[config.mk]
export PLATFORM = sky130hd
export DESIGN_NAME = main_vc_dispatch_flat
export DESIGN_NICKNAME = d
export VERILOG_FILES = /design/src/rtl/main_vc_dispatch_if.sv /design/src/rtl/main_vc_dispatch.sv /design/src/flat_wrapper.sv
export SDC_FILE = /design/constraint.sdc
export NUM_CORES = 1
export LEC_CHECK = 0
export ABC_AREA = 1
export CAP_MARGIN = 20
export CORE_MARGIN = 2
export CORE_UTILIZATION = 36
export DETAILED_ROUTE_END_ITERATION = 12
export PLACE_DENSITY = 0.85
export SYNTH_ARGS = -nofsm -noshare
export SYNTH_HDL_FRONTEND = slang
export SYNTH_SLANG_ARGS = --single-unit
[constraint.sdc]
create_clock -name clk -period 1.05 [get_ports clk]
set_clock_uncertainty 0.05 [all_clocks]
set_input_delay 0.315 -clock clk [delete_from_list [all_inputs] [get_ports clk]]
set_output_delay 0.315 -clock clk [all_outputs]
set_load 0.005 [all_outputs]
[src/rtl/main_vc_dispatch_if.sv]
// Main FIFO read port and VC0/VC1 FIFO write ports seen by the dispatcher.
// master = dispatcher side, slave = FIFO side.
interface main_vc_dispatch_if #(
  parameter int BW = 6
);
  logic [BW-1:0] Main_data_out;
  logic          Main_empty;
  logic          Main_rd;
  logic          VC0_almost_full;
  logic          VC1_almost_full;
  logic          VC0_full;
  logic          VC1_full;
  logic          VC0_wr;
  logic          VC1_wr;
  logic [BW-1:0] VC_data_in;

  modport master (
    input  Main_data_out,
    input  Main_empty,
    output Main_rd,
    input  VC0_almost_full,
    input  VC1_almost_full,
    input  VC0_full,
    input  VC1_full,
    output VC0_wr,
    output VC1_wr,
    output VC_data_in
  );

  modport slave (
    output Main_data_out,
    output Main_empty,
    input  Main_rd,
    output VC0_almost_full,
    output VC1_almost_full,
    output VC0_full,
    output VC1_full,
    input  VC0_wr,
    input  VC1_wr,
    input  VC_data_in
  );
endinterface

[src/rtl/main_vc_dispatch.sv]
// Pops words from the Main FIFO and routes each to VC0/VC1 by its class bit,
// with per-VC word counters and a sticky drop error.
module main_vc_dispatch #(
  parameter int BW     = 6,
  parameter int VC_BIT = 5,
  parameter int CNT_W  = 5
) (
  input  logic             clk,
  input  logic             reset_L,
  main_vc_dispatch_if.master bus,
  input  logic             cnt_clr,
  output logic [CNT_W-1:0] VC0_count,
  output logic [CNT_W-1:0] VC1_count,
  output logic             dispatch_error,
  output logic [1:0]       state
);

  typedef enum logic [1:0] {
    IDLE   = 2'b00,
    ACTIVE = 2'b01,
    STALL  = 2'b10
  } state_t;

  state_t st;
  logic   rd_q;
  logic   any_af;
  logic   tgt;
  logic   push0;
  logic   push1;
  logic   drop;

  assign any_af = bus.VC0_almost_full | bus.VC1_almost_full;
  assign state  = st;

  assign bus.Main_rd = (st == ACTIVE) & ~bus.Main_empty & ~any_af;

  // Word popped last cycle is on Main_data_out now.
  assign tgt   = bus.Main_data_out[VC_BIT];
  assign push0 = rd_q & ~tgt & ~bus.VC0_full;
  assign push1 = rd_q &  tgt & ~bus.VC1_full;
  assign drop  = rd_q & (tgt ? bus.VC1_full : bus.VC0_full);

  assign bus.VC0_wr     = push0;
  assign bus.VC1_wr     = push1;
  assign bus.VC_data_in = rd_q ? bus.Main_data_out : '0;

  always_ff @(posedge clk or negedge reset_L) begin
    if (!reset_L) begin
      st   <= IDLE;
      rd_q <= 1'b0;
    end else begin
      rd_q <= bus.Main_rd;
      unique case (st)
        IDLE: begin
          if (!bus.Main_empty)
            st <= any_af ? STALL : ACTIVE;
        end
        ACTIVE: begin
          if (bus.Main_empty)
            st <= IDLE;
          else if (any_af)
            st <= STALL;
        end
        STALL: begin
          if (!any_af)
            st <= bus.Main_empty ? IDLE : ACTIVE;
        end
        default: st <= IDLE;
      endcase
    end
  end

  always_ff @(posedge clk or negedge reset_L) begin
    if (!reset_L) begin
      VC0_count      <= '0;
      VC1_count      <= '0;
      dispatch_error <= 1'b0;
    end else begin
      if (cnt_clr) begin
        VC0_count <= '0;
        VC1_count <= '0;
      end else begin
        if (push0) VC0_count <= VC0_count + 1'b1;
        if (push1) VC1_count <= VC1_count + 1'b1;
      end
      if (drop) dispatch_error <= 1'b1;
    end
  end

endmodule
[src/flat_wrapper.sv]
// flat-port wrapper written by rule: the top's interface ports become plain ports
module main_vc_dispatch_flat 
#(
  parameter int BW     = 6,
  parameter int VC_BIT = 5,
  parameter int CNT_W  = 5
)
  (clk, reset_L, cnt_clr, VC0_count, VC1_count, dispatch_error, state, bus_Main_data_out, bus_Main_empty, bus_Main_rd, bus_VC0_almost_full, bus_VC1_almost_full, bus_VC0_full, bus_VC1_full, bus_VC0_wr, bus_VC1_wr, bus_VC_data_in);
  main_vc_dispatch_if #(.BW(BW)) bus_i ();
  input  logic clk;
  input  logic reset_L;
  input  logic cnt_clr;
  output logic [CNT_W-1:0] VC0_count;
  output logic [CNT_W-1:0] VC1_count;
  output logic dispatch_error;
  output logic [1:0] state;
  input wire logic [$bits(bus_i.Main_data_out)-1:0] bus_Main_data_out;
  input wire logic [$bits(bus_i.Main_empty)-1:0] bus_Main_empty;
  output wire logic [$bits(bus_i.Main_rd)-1:0] bus_Main_rd;
  input wire logic [$bits(bus_i.VC0_almost_full)-1:0] bus_VC0_almost_full;
  input wire logic [$bits(bus_i.VC1_almost_full)-1:0] bus_VC1_almost_full;
  input wire logic [$bits(bus_i.VC0_full)-1:0] bus_VC0_full;
  input wire logic [$bits(bus_i.VC1_full)-1:0] bus_VC1_full;
  output wire logic [$bits(bus_i.VC0_wr)-1:0] bus_VC0_wr;
  output wire logic [$bits(bus_i.VC1_wr)-1:0] bus_VC1_wr;
  output wire logic [$bits(bus_i.VC_data_in)-1:0] bus_VC_data_in;
  assign bus_i.Main_data_out = bus_Main_data_out;
  assign bus_i.Main_empty = bus_Main_empty;
  assign bus_Main_rd = bus_i.Main_rd;
  assign bus_i.VC0_almost_full = bus_VC0_almost_full;
  assign bus_i.VC1_almost_full = bus_VC1_almost_full;
  assign bus_i.VC0_full = bus_VC0_full;
  assign bus_i.VC1_full = bus_VC1_full;
  assign bus_VC0_wr = bus_i.VC0_wr;
  assign bus_VC1_wr = bus_i.VC1_wr;
  assign bus_VC_data_in = bus_i.VC_data_in;
  main_vc_dispatch #(.BW(BW), .VC_BIT(VC_BIT), .CNT_W(CNT_W)) u_core (.clk(clk), .reset_L(reset_L), .bus(bus_i), .cnt_clr(cnt_clr), .VC0_count(VC0_count), .VC1_count(VC1_count), .dispatch_error(dispatch_error), .state(state));
endmodule
==> Yosys cells after proc, flatten, opt, wreduce, memory -nomap -nowiden <==
Index checks and enable logic that the tools add are counted.
W data, S select, Z words.
{ "word_totals": {"ff_bits": 14, "out_inout_bits": 22, "wordCells": 42} }
{ "op_classes": {"addsub": 2, "eq_ne": 5, "n_mux": 13, "bitwise": 13, "reduce_logical": 4} }
{ "op_table": {"columns": ["operator", "count"], "rows": [
  ["$mux W5", 4],
  ["$add A5 B1 Y5 const B", 2],
  ["$mux W2", 5],
  ["$and A1 B1 Y1", 7],
  ["$mux W6", 1],
  ["$pmux W2 S3", 1],
  ["$not A1 Y1", 5],
  ["$ne A2 B2 Y1 const B", 2],
  ["$reduce_bool A2 Y1", 2],
  ["$ne A3 B2 Y1 const B", 1],
  ["$reduce_and A3 Y1", 1],
  ["$eq A2 B1 Y1 const B", 1],
  ["$eq A2 B2 Y1 const B", 1],
  ["$logic_not A2 Y1", 1],
  ["$mux W1", 2],
  ["$or A1 B1 Y1", 1]
]} }

==> Logic depth before layout (Yosys ltp) <==
Gate-level depths: netlist (run 1).
{ "logic_depth": {"word_depth": 5, "mapped_depth": 7} }

==> Worst setup path after synthesis (run 1) <==
Ideal clock, no wire load.
{ "synth_timing": {"path_type": "input to output", "start": "in bus_VC1_almost_full", "end": "out bus_Main_rd", "arrival_ps": 888, "slack_ps": -203, "cell_stages": 2, "path_buffers": 0, "cell_sequence": "or2_2 nor4_1"} }
{ "synth_via": {"elab_chain_cells": 3} }
{ "synth_lines": {"columns": ["item", "line_no", "text"], "rows": [
  ["from (decl)", "flat_wrapper.sv:21", "input wire logic [$bits(bus_i.VC1_almost_full)-1:0] bus_VC1_almost_full;"],
  ["$or A1 B1 Y1", "main_vc_dispatch.sv:32", "assign any_af = bus.VC0_almost_full | bus.VC1_almost_full;"],
  ["$not A1 Y1", "main_vc_dispatch.sv:35", "assign bus.Main_rd = (st == ACTIVE) & ~bus.Main_empty & ~any_af;"],
  ["$and A1 B1 Y1", "main_vc_dispatch.sv:35", null],
  ["to (decl)", "flat_wrapper.sv:19", "output wire logic [$bits(bus_i.Main_rd)-1:0] bus_Main_rd;"]
]} }
Every way passes these cells.

==> Final worst setup path (run 1) <==
{ "layout_timing": {"start": "reg u_core.rd_q", "end": "out bus_VC0_wr"} }
{ "layout_via": {"elab_chain_cells": 2} }
{ "layout_lines": {"columns": ["item", "line_no", "text"], "rows": [
  ["from (decl)", "main_vc_dispatch.sv:25", "logic rd_q;"],
  ["from (signal assigned)", "main_vc_dispatch.sv:52", "rd_q <= bus.Main_rd;"],
  ["$and A1 B1 Y1 (2 in series)", "main_vc_dispatch.sv:39", "assign push0 = rd_q & ~tgt & ~bus.VC0_full;"],
  ["to (decl)", "flat_wrapper.sv:24", "output wire logic [$bits(bus_i.VC0_wr)-1:0] bus_VC0_wr;"]
]} }
Every way passes these cells.

==> out/qor.csv, run 1 <==
stage,metric,value,unit
logic_synthesis,Synth Net Count,112,
critical_path,Worst Path Buf+Inv,2,
logic_synthesis,Synth warnings,0,
timing,Max Slew Vio Count,0,
placed_design,Placer Congestion,0.779,
grt,remaining global-route overflow,0,
floorplanning,DIE HEIGHT,50.0,um
logic_synthesis,XOR/XNOR share of the synthesized area,0.0115,
power,clock share of power,0.341,
timing,Final min period,1500,ps
power,Leak Pwr,0.878,nW
clocking,"Clk pin slew, worst setup/hold paths",80,ps
placed_design,PortBufs,35,
timing,Min Hold Slack,302,ps
timing,final worst setup slack,-455,ps
floorplanning,Ports,36,
timing,worst-margin pin slew,278,ps
power,internal power,0.000881,W
timing,relative slew slack,0.815,
outcome,run status,finished with violations,
logic_synthesis,sequential share of the synthesized area,0.459,
critical_path,CP Class,register to output pin,
final_layout,Ant. Diodes,0,
timing,final-report setup violation count,35,
logic_synthesis,dominant cell type by area after synthesis,dfrtp_1,
critical_path,"Data required, critical path",680,ps
grt,first-pass GRT wire length,5000,um
routing,routed len/inst,17.6,um
critical_path,crit-path max FO,4,
critical_path,CP max stage delay,470,ps
clocking,CTS Buffer Depth,2,
critical_path,Crit. End Element,output pin,
routing,"antenna viol nets, final",0,
critical_path,R2R Path End,u_core.VC0_count[4]$_DFFE_PN0P_,
logic_synthesis,"top cells by area, synth","dfrtp_1 46%, nand2_1 9.3%, nor2_1 9.3%",
routing,# DRC,0,
critical_path,Slowest cell on crit path,dfrtp_2,
critical_path,Worst R2R Start,u_core.rd_q$_DFF_PN0_,
final_layout,fin util,0.833,
logic_synthesis,Synth Cell Area,763,um^2
logic_synthesis,post-synthesis compound-gate area fraction,0.0393,
routing,vias per cell,4.98,
grt,pin count of the biggest net entering global routing,15,
critical_path,most frequent CP cell,buf_6,
power,Gate power share,0.184,
critical_path,"delay-heaviest family, CP",flip-flops,
critical_path,FF-to-FF path depth,7,
logic_synthesis,post-synth top area share,0.459,
power,Max IR drop VDD,0.709,mV
logic_synthesis,combinational family with the most area after synthesis,simple AND/OR/NAND/NOR gates,
timing,count of final hold-check violations,0,
critical_path,critical path arrival,1140,ps
clocking,H-tree depth,1,
critical_path,critical-path cell list,buf_6 > nand2_4 > nor2_8 > buf_6,
timing,fmax,665,MHz
clocking,CTS tree,built,
logic_synthesis,Yosys cell types,21,
placed_design,Post-DP HPWL,1740,um
logic_synthesis,multiplexer share of the synthesized area,0,
logic_synthesis,post-synthesis adder-cell area fraction,0.0328,
grt,initial antenna violation count,0,
logic_synthesis,Post-Synth Simple-Gate Area,0.364,
clocking,hold_buf cts,0,
logic_synthesis,number of synthesized register bits,14,
clocking,Root Driver,clkbuf_4,
final_layout,layout net count,189,
placed_design,Place WS,-1070,ps
floorplanning,Starting Density,0.385,
logic_synthesis,Avg Synthesized Cell Area,7.95,um^2
clocking,clk_lat worst skew,290,ps
timing,fin crit share,1.43,
routing,starting DRC count in detailed routing,26,
routing,DR vias,992,
floorplanning,core area,1980,um^2
power,Seq pwr share,0.475,
power,Sw Pwr,0.000295,W
grt,total track usage,0.273,
floorplanning,row count,16,
routing,final WL,3510,um
critical_path,CP startpoint kind,register,
floorplanning,die area,2500,um^2
hold_path,worst hold path type,primary input to asynchronous set/reset pin,
timing,RSZ-0062 raised after global routing,true,
flow_run,Max-Cap Viols,0,
critical_path,worst reg-to-reg setup slack,-340,ps
clocking,cts bufs inserted,3,
floorplanning,DIE WIDTH,50.0,um
routing,Pre-antenna DRT Iters,4,
clocking,CTS sink cnt,14,
power,Net Sw Frac,0.251,
final_layout,layout cells sized above 1,0.674,
power,pwr dens,712,nW/um^2
grt,number of global-route vias before repair,1060,
final_layout,Layout area overhead,116,%
logic_synthesis,Syn Inst Count,96,
outcome,violated checks,negative setup slack,
-- kinds of logic (layout without fill, tap and decap cells) --
logic type      Yosys count  after routing
compound gates            6              6
xor+xnor                  1              1
fa+ha+maj                 2              2
buf+inv                  17             93
flops                    14             14
simple gates             56             56
-- what timing repair did --
| action | in CTS | in global routing |
|---|---|---|
| setup endpoints to repair | 36 | 35 |
| resized for setup | 143 | 33 |
| buffers inserted | 18 | 1 |
| pin swaps | 14 | 11 |
| cloned | 1 | 0 |
-- area by class of cell --
class | instances | area, um^2
Tap cell | 27 | 33.8
Multi-Input combinational cell | 65 | 549
Clock buffer | 4 | 36.3
Inverter | 16 | 66.3
Fill cell | 96 | 330
Sequential cell | 14 | 352
Timing Repair Buffer | 73 | 614
-- per-layer routing --
metal | part of all wire | global-route usage | wire, um | up-vias
li1 | - | - | - | 450
met2 | 0.56 | 0.520 | 1970 | 44
met3 | 0.039 | 0.0333 | 136 | 13
met1 | 0.36 | 0.276 | 1270 | 485
met4 | 0.038 | 0.167 | 134 | 0
met5 | 0 | 0 | 0 | -
-- power by group through the flow --
stage | Combinational [W] | Clock [W] | Sequential, W
6_report | 0.000217 | 0.000401 | 0.000559
5_1_grt | 0.000230 | 0.000428 | 0.000560
4_1_cts | 0.000196 | 0.000405 | 0.000559
3_5_place_dp | 0.000167 | 0 | 0.000572
3_3_place_gp | 0.000162 | 0 | 0.000571
2_1_floorplan | 0.0000314 | 0 | 0.000574
-- placed cells by master, fill, tap and decap left out, types with 4 or more instances in the layout --
master / instances
buf_2: 19
buf_4: 23
buf_6: 17
clkdlybuf4s50_1: 7
dfrtp_1: 13
dlygate4sd2_1: 4
inv_1: 8
inv_2: 6
nand2_1: 9
nand2_2: 9
nand2_4: 4
nand3_1: 4
nor2_1: 9
nor2_2: 6
nor2_4: 5
-- Yosys cell counts --
cell and number:
nand3b_1 1, nand2_1 19, nor2_1 19, o21ai_0 3
xor2_1 1, nor2_8 1, nor4_1 1, or2_2 1
nand3_2 1, ha_1 2, inv_2 2, nand2_4 2
dfrtp_1 14, a21oi_1 3, nor3_1 1, nand3_1 8
nand2_2 1, buf_6 1, clkinv_1 1, inv_1 13
nor2_4 1
-- stage by stage --
stage	std cells	total power (W)	cell area (um^2)	setup TNS, ps
finish	199	0.00118	1650	-8310
global route	199	0.00122	1650	-9410
CTS	200	0.00116	1530	-8100
detailed placement	178	0.000739	1330	-16360
global placement	178	0.000733	1330	-15570
floorplan	96	0.000605	783	-132
-- worst max-delay path by stage --
stage	from	endpoint	cells after the start
3_5_place_dp	bus_VC1_almost_full	bus_Main_rd	4
6_report	u_core.rd_q$_DFF_PN0_	bus_VC0_wr	4
4_1_cts	u_core.rd_q$_DFF_PN0_	bus_VC0_wr	4
5_1_grt	u_core.state[0]$_DFFE_PN0P_	bus_Main_rd	3
3_3_place_gp	bus_VC1_almost_full	bus_Main_rd	4
2_1_floorplan	bus_VC1_almost_full	bus_Main_rd	2
-- registers in the layout, indices dropped and copies added (netlist names) --
register,count
u_core.VC0_count,5
u_core.state,2
u_core.VC1_count,5
u_core.rd_q,1
u_core.dispatch_error,1
Power figures use the tool's default switching activity.
==> run 2: changes to the inputs <==
Settings changed: CAP_MARGIN 20 to 10, CORE_UTILIZATION 36 to 39, HOLD_SLACK_MARGIN set to 0.1, PLACE_DENSITY 0.85 to 0.87.
Clock period 1.05 ns to 1.4 ns, I/O delays scaled along.
==> out/qor.csv, run 2 (same netlist as run 1, synthesis figures left out) <==
stage,metric,value,unit,change
floorplanning,row count,16,,unchanged
clocking,CTS tree,built,,
grt,first-pass GRT wire length,3420,um,-32%
timing,final worst setup slack,-257,ps,+198 ps
power,Leak Pwr,0.880,nW,+0.19%
final_layout,design area,1540,um^2,-6.5%
critical_path,CP startpoint,bus_VC1_almost_full,,
clocking,H-tree depth,1,,unchanged
timing,fin crit share,1.18,,
timing,Final min period,1660,ps,
final_layout,layout cells sized above 1,0.466,,-0.209
final_layout,"commonest cells after routing, fill and taps aside","29 x buf_4, 20 x buf_6, 18 x nor2_1, 14 x nand2_1, 13 x dfrtp_1",,
critical_path,worst reg-to-reg setup slack,80,ps,+420 ps
routing,"antenna viol nets, final",0,,unchanged
placed_design,Placer Congestion,0.640,,-18%
placed_design,Placed Area,1280,um^2,-3.7%
critical_path,critical-path cell list,clkbuf_2 > or2_4 > nor4_4 > buf_2,,
floorplanning,core area,1900,um^2,-4.0%
critical_path,"Data required, critical path",930,ps,+250 ps
power,pwr dens,507,nW/um^2,-29%
critical_path,crit-path max FO,2,,-2
critical_path,FF-to-FF path depth,7,,unchanged
critical_path,CP startpoint kind,primary input,,
critical_path,critical path arrival,1190,ps,+50 ps
timing,final-report setup violation count,10,,-71%
routing,routed len/inst,13.4,um,-24%
timing,worst-margin pin slew,253,ps,-24.6 ps
final_layout,layout net count,192,,+1.6%
placed_design,Place WS,-938,ps,+129 ps
floorplanning,die area,2330,um^2,-7.1%
timing,relative slew slack,0.830,,+0.0155
flow_run,Max-Cap Viols,0,,unchanged
final_layout,"most common cell after layout, fill and taps aside",buf_4,,
floorplanning,DIE WIDTH,48.2,um,-3.6%
final_layout,Layout area overhead,102,%,
outcome,violated checks,negative setup slack,,
clocking,Root Driver,clkbuf_4,,
placed_design,Post-DP HPWL,1640,um,-5.5%
critical_path,CP Class,primary input to output pin,,
power,Power Total,0.000783,W,-33%
placed_design,PortBufs,35,,unchanged
clocking,clk_lat worst skew,270,ps,-20 ps
floorplanning,Ports,36,,unchanged
floorplanning,Starting Density,0.401,,+0.0162
clocking,CTS sink cnt,14,,unchanged
routing,Pre-antenna DRT Iters,4,,unchanged
clocking,cts bufs inserted,3,,unchanged
power,Max IR drop VDD,0.480,mV,-32%
timing,fmax,604,MHz,
critical_path,R2R Path End,u_core.VC0_count[4]$_DFFE_PN0P_,,
final_layout,Ant. Diodes,0,,unchanged
routing,vias per cell,4.60,,-7.7%
grt,number of global-route vias before repair,903,,-15%
outcome,run status,finished with violations,,
critical_path,crit path to,bus_Main_rd,,
critical_path,Worst Path Buf+Inv,2,,unchanged
grt,remaining global-route overflow,0,,unchanged
routing,starting DRC count in detailed routing,6,,-77%
critical_path,CP Depth,4,,unchanged
floorplanning,DIE HEIGHT,48.2,um,-3.6%
routing,# DRC,0,,unchanged
critical_path,Crit. End Element,output pin,,
clocking,"Clk pin slew, worst setup/hold paths",80,ps,about the same
grt,pin count of the biggest net entering global routing,15,,unchanged
routing,final WL,2690,um,-23%
timing,Max Slew Vio Count,0,,unchanged
hold_path,worst hold path type,primary input to asynchronous set/reset pin,,
grt,initial antenna violation count,0,,unchanged
critical_path,Slowest cell on crit path,nor4_4,,
critical_path,"delay-heaviest family, CP",simple AND/OR/NAND/NOR gates,,
routing,DR vias,925,,-6.8%
critical_path,Worst R2R Start,u_core.VC0_count[1]$_DFFE_PN0P_,,
clocking,hold_buf cts,0,,unchanged
timing,count of final hold-check violations,0,,unchanged
clocking,CTS Buffer Depth,2,,unchanged
timing,RSZ-0062 raised after global routing,true,,
critical_path,CP max stage delay,280,ps,-190 ps
grt,total track usage,0.212,,-0.0611
==> run 2: changes by cell type in the layout (fill, tap and decap cells not counted), sizes merged <==
cell           before  now
buf                62   51
clkbuf              4    6
clkdlybuf4s15       0   11
clkdlybuf4s50       7    3
dlygate4sd2         4    8
==> run 2: how the worst min path moves through the flow <==
stage | endpoint | slack (ps) | depth (start not counted)
after global routing | u_core.dispatch_error$_DFFE_PN0P_ | 450 | 2
after CTS | u_core.VC1_count[2]$_DFFE_PN0P_ | 400 | 2
after global placement | u_core.dispatch_error$_DFFE_PN0P_ | 400 | 1
after floorplan | u_core.VC0_count[0]$_DFFE_PN0P_ | 70 | 0
after detailed placement | u_core.dispatch_error$_DFFE_PN0P_ | 410 | 1
final | u_core.dispatch_error$_DFFE_PN0P_ | 440 | 2
==> run 2: layout make-up <==
| cell class | count | area, um^2 |
|---|---|---|
| Tap cell | 27 | 33.8 |
| Timing Repair Buffer | 76 | 679 |
| Clock buffer | 3 | 22.5 |
| Fill cell | 103 | 358 |
| Inverter | 16 | 62.6 |
| Sequential cell | 14 | 352 |
| Multi-Input combinational cell | 65 | 394 |
==> run 2: where the power goes <==
part / internal, W / switching [W]
clock network: 0.0000994 / 0.000121
logic: 0.0000799 / 0.0000629
registers: 0.000414 / 0.00000595
==> run 2: metal layers <==
metal,part of all wire,global-route usage,vias up
met5,0,0,-
met2,0.57,0.421,37
met3,0.056,0.0407,8
li1,-,-,459
met4,0.019,0.108,0
met1,0.35,0.200,421
==> run 2: timing repair <==
action | CTS | global route
endpoints found under the setup margin | 29 | 19
pin swaps | 5 | 4
gates resized for setup | 98 | 25
setup buffers | 20 | 7
==> run 2: per-stage QoR <==
stage	instances	hold slack (ps)	utilization	TNS (ps)
after floorplan	96	74.4	-	0
after global placement	175	405	0.672	-8990
after detailed placement	175	408	0.672	-9780
after CTS	198	397	0.776	-1800
after global routing	201	452	0.812	-2030
final	201	435	0.812	-1580
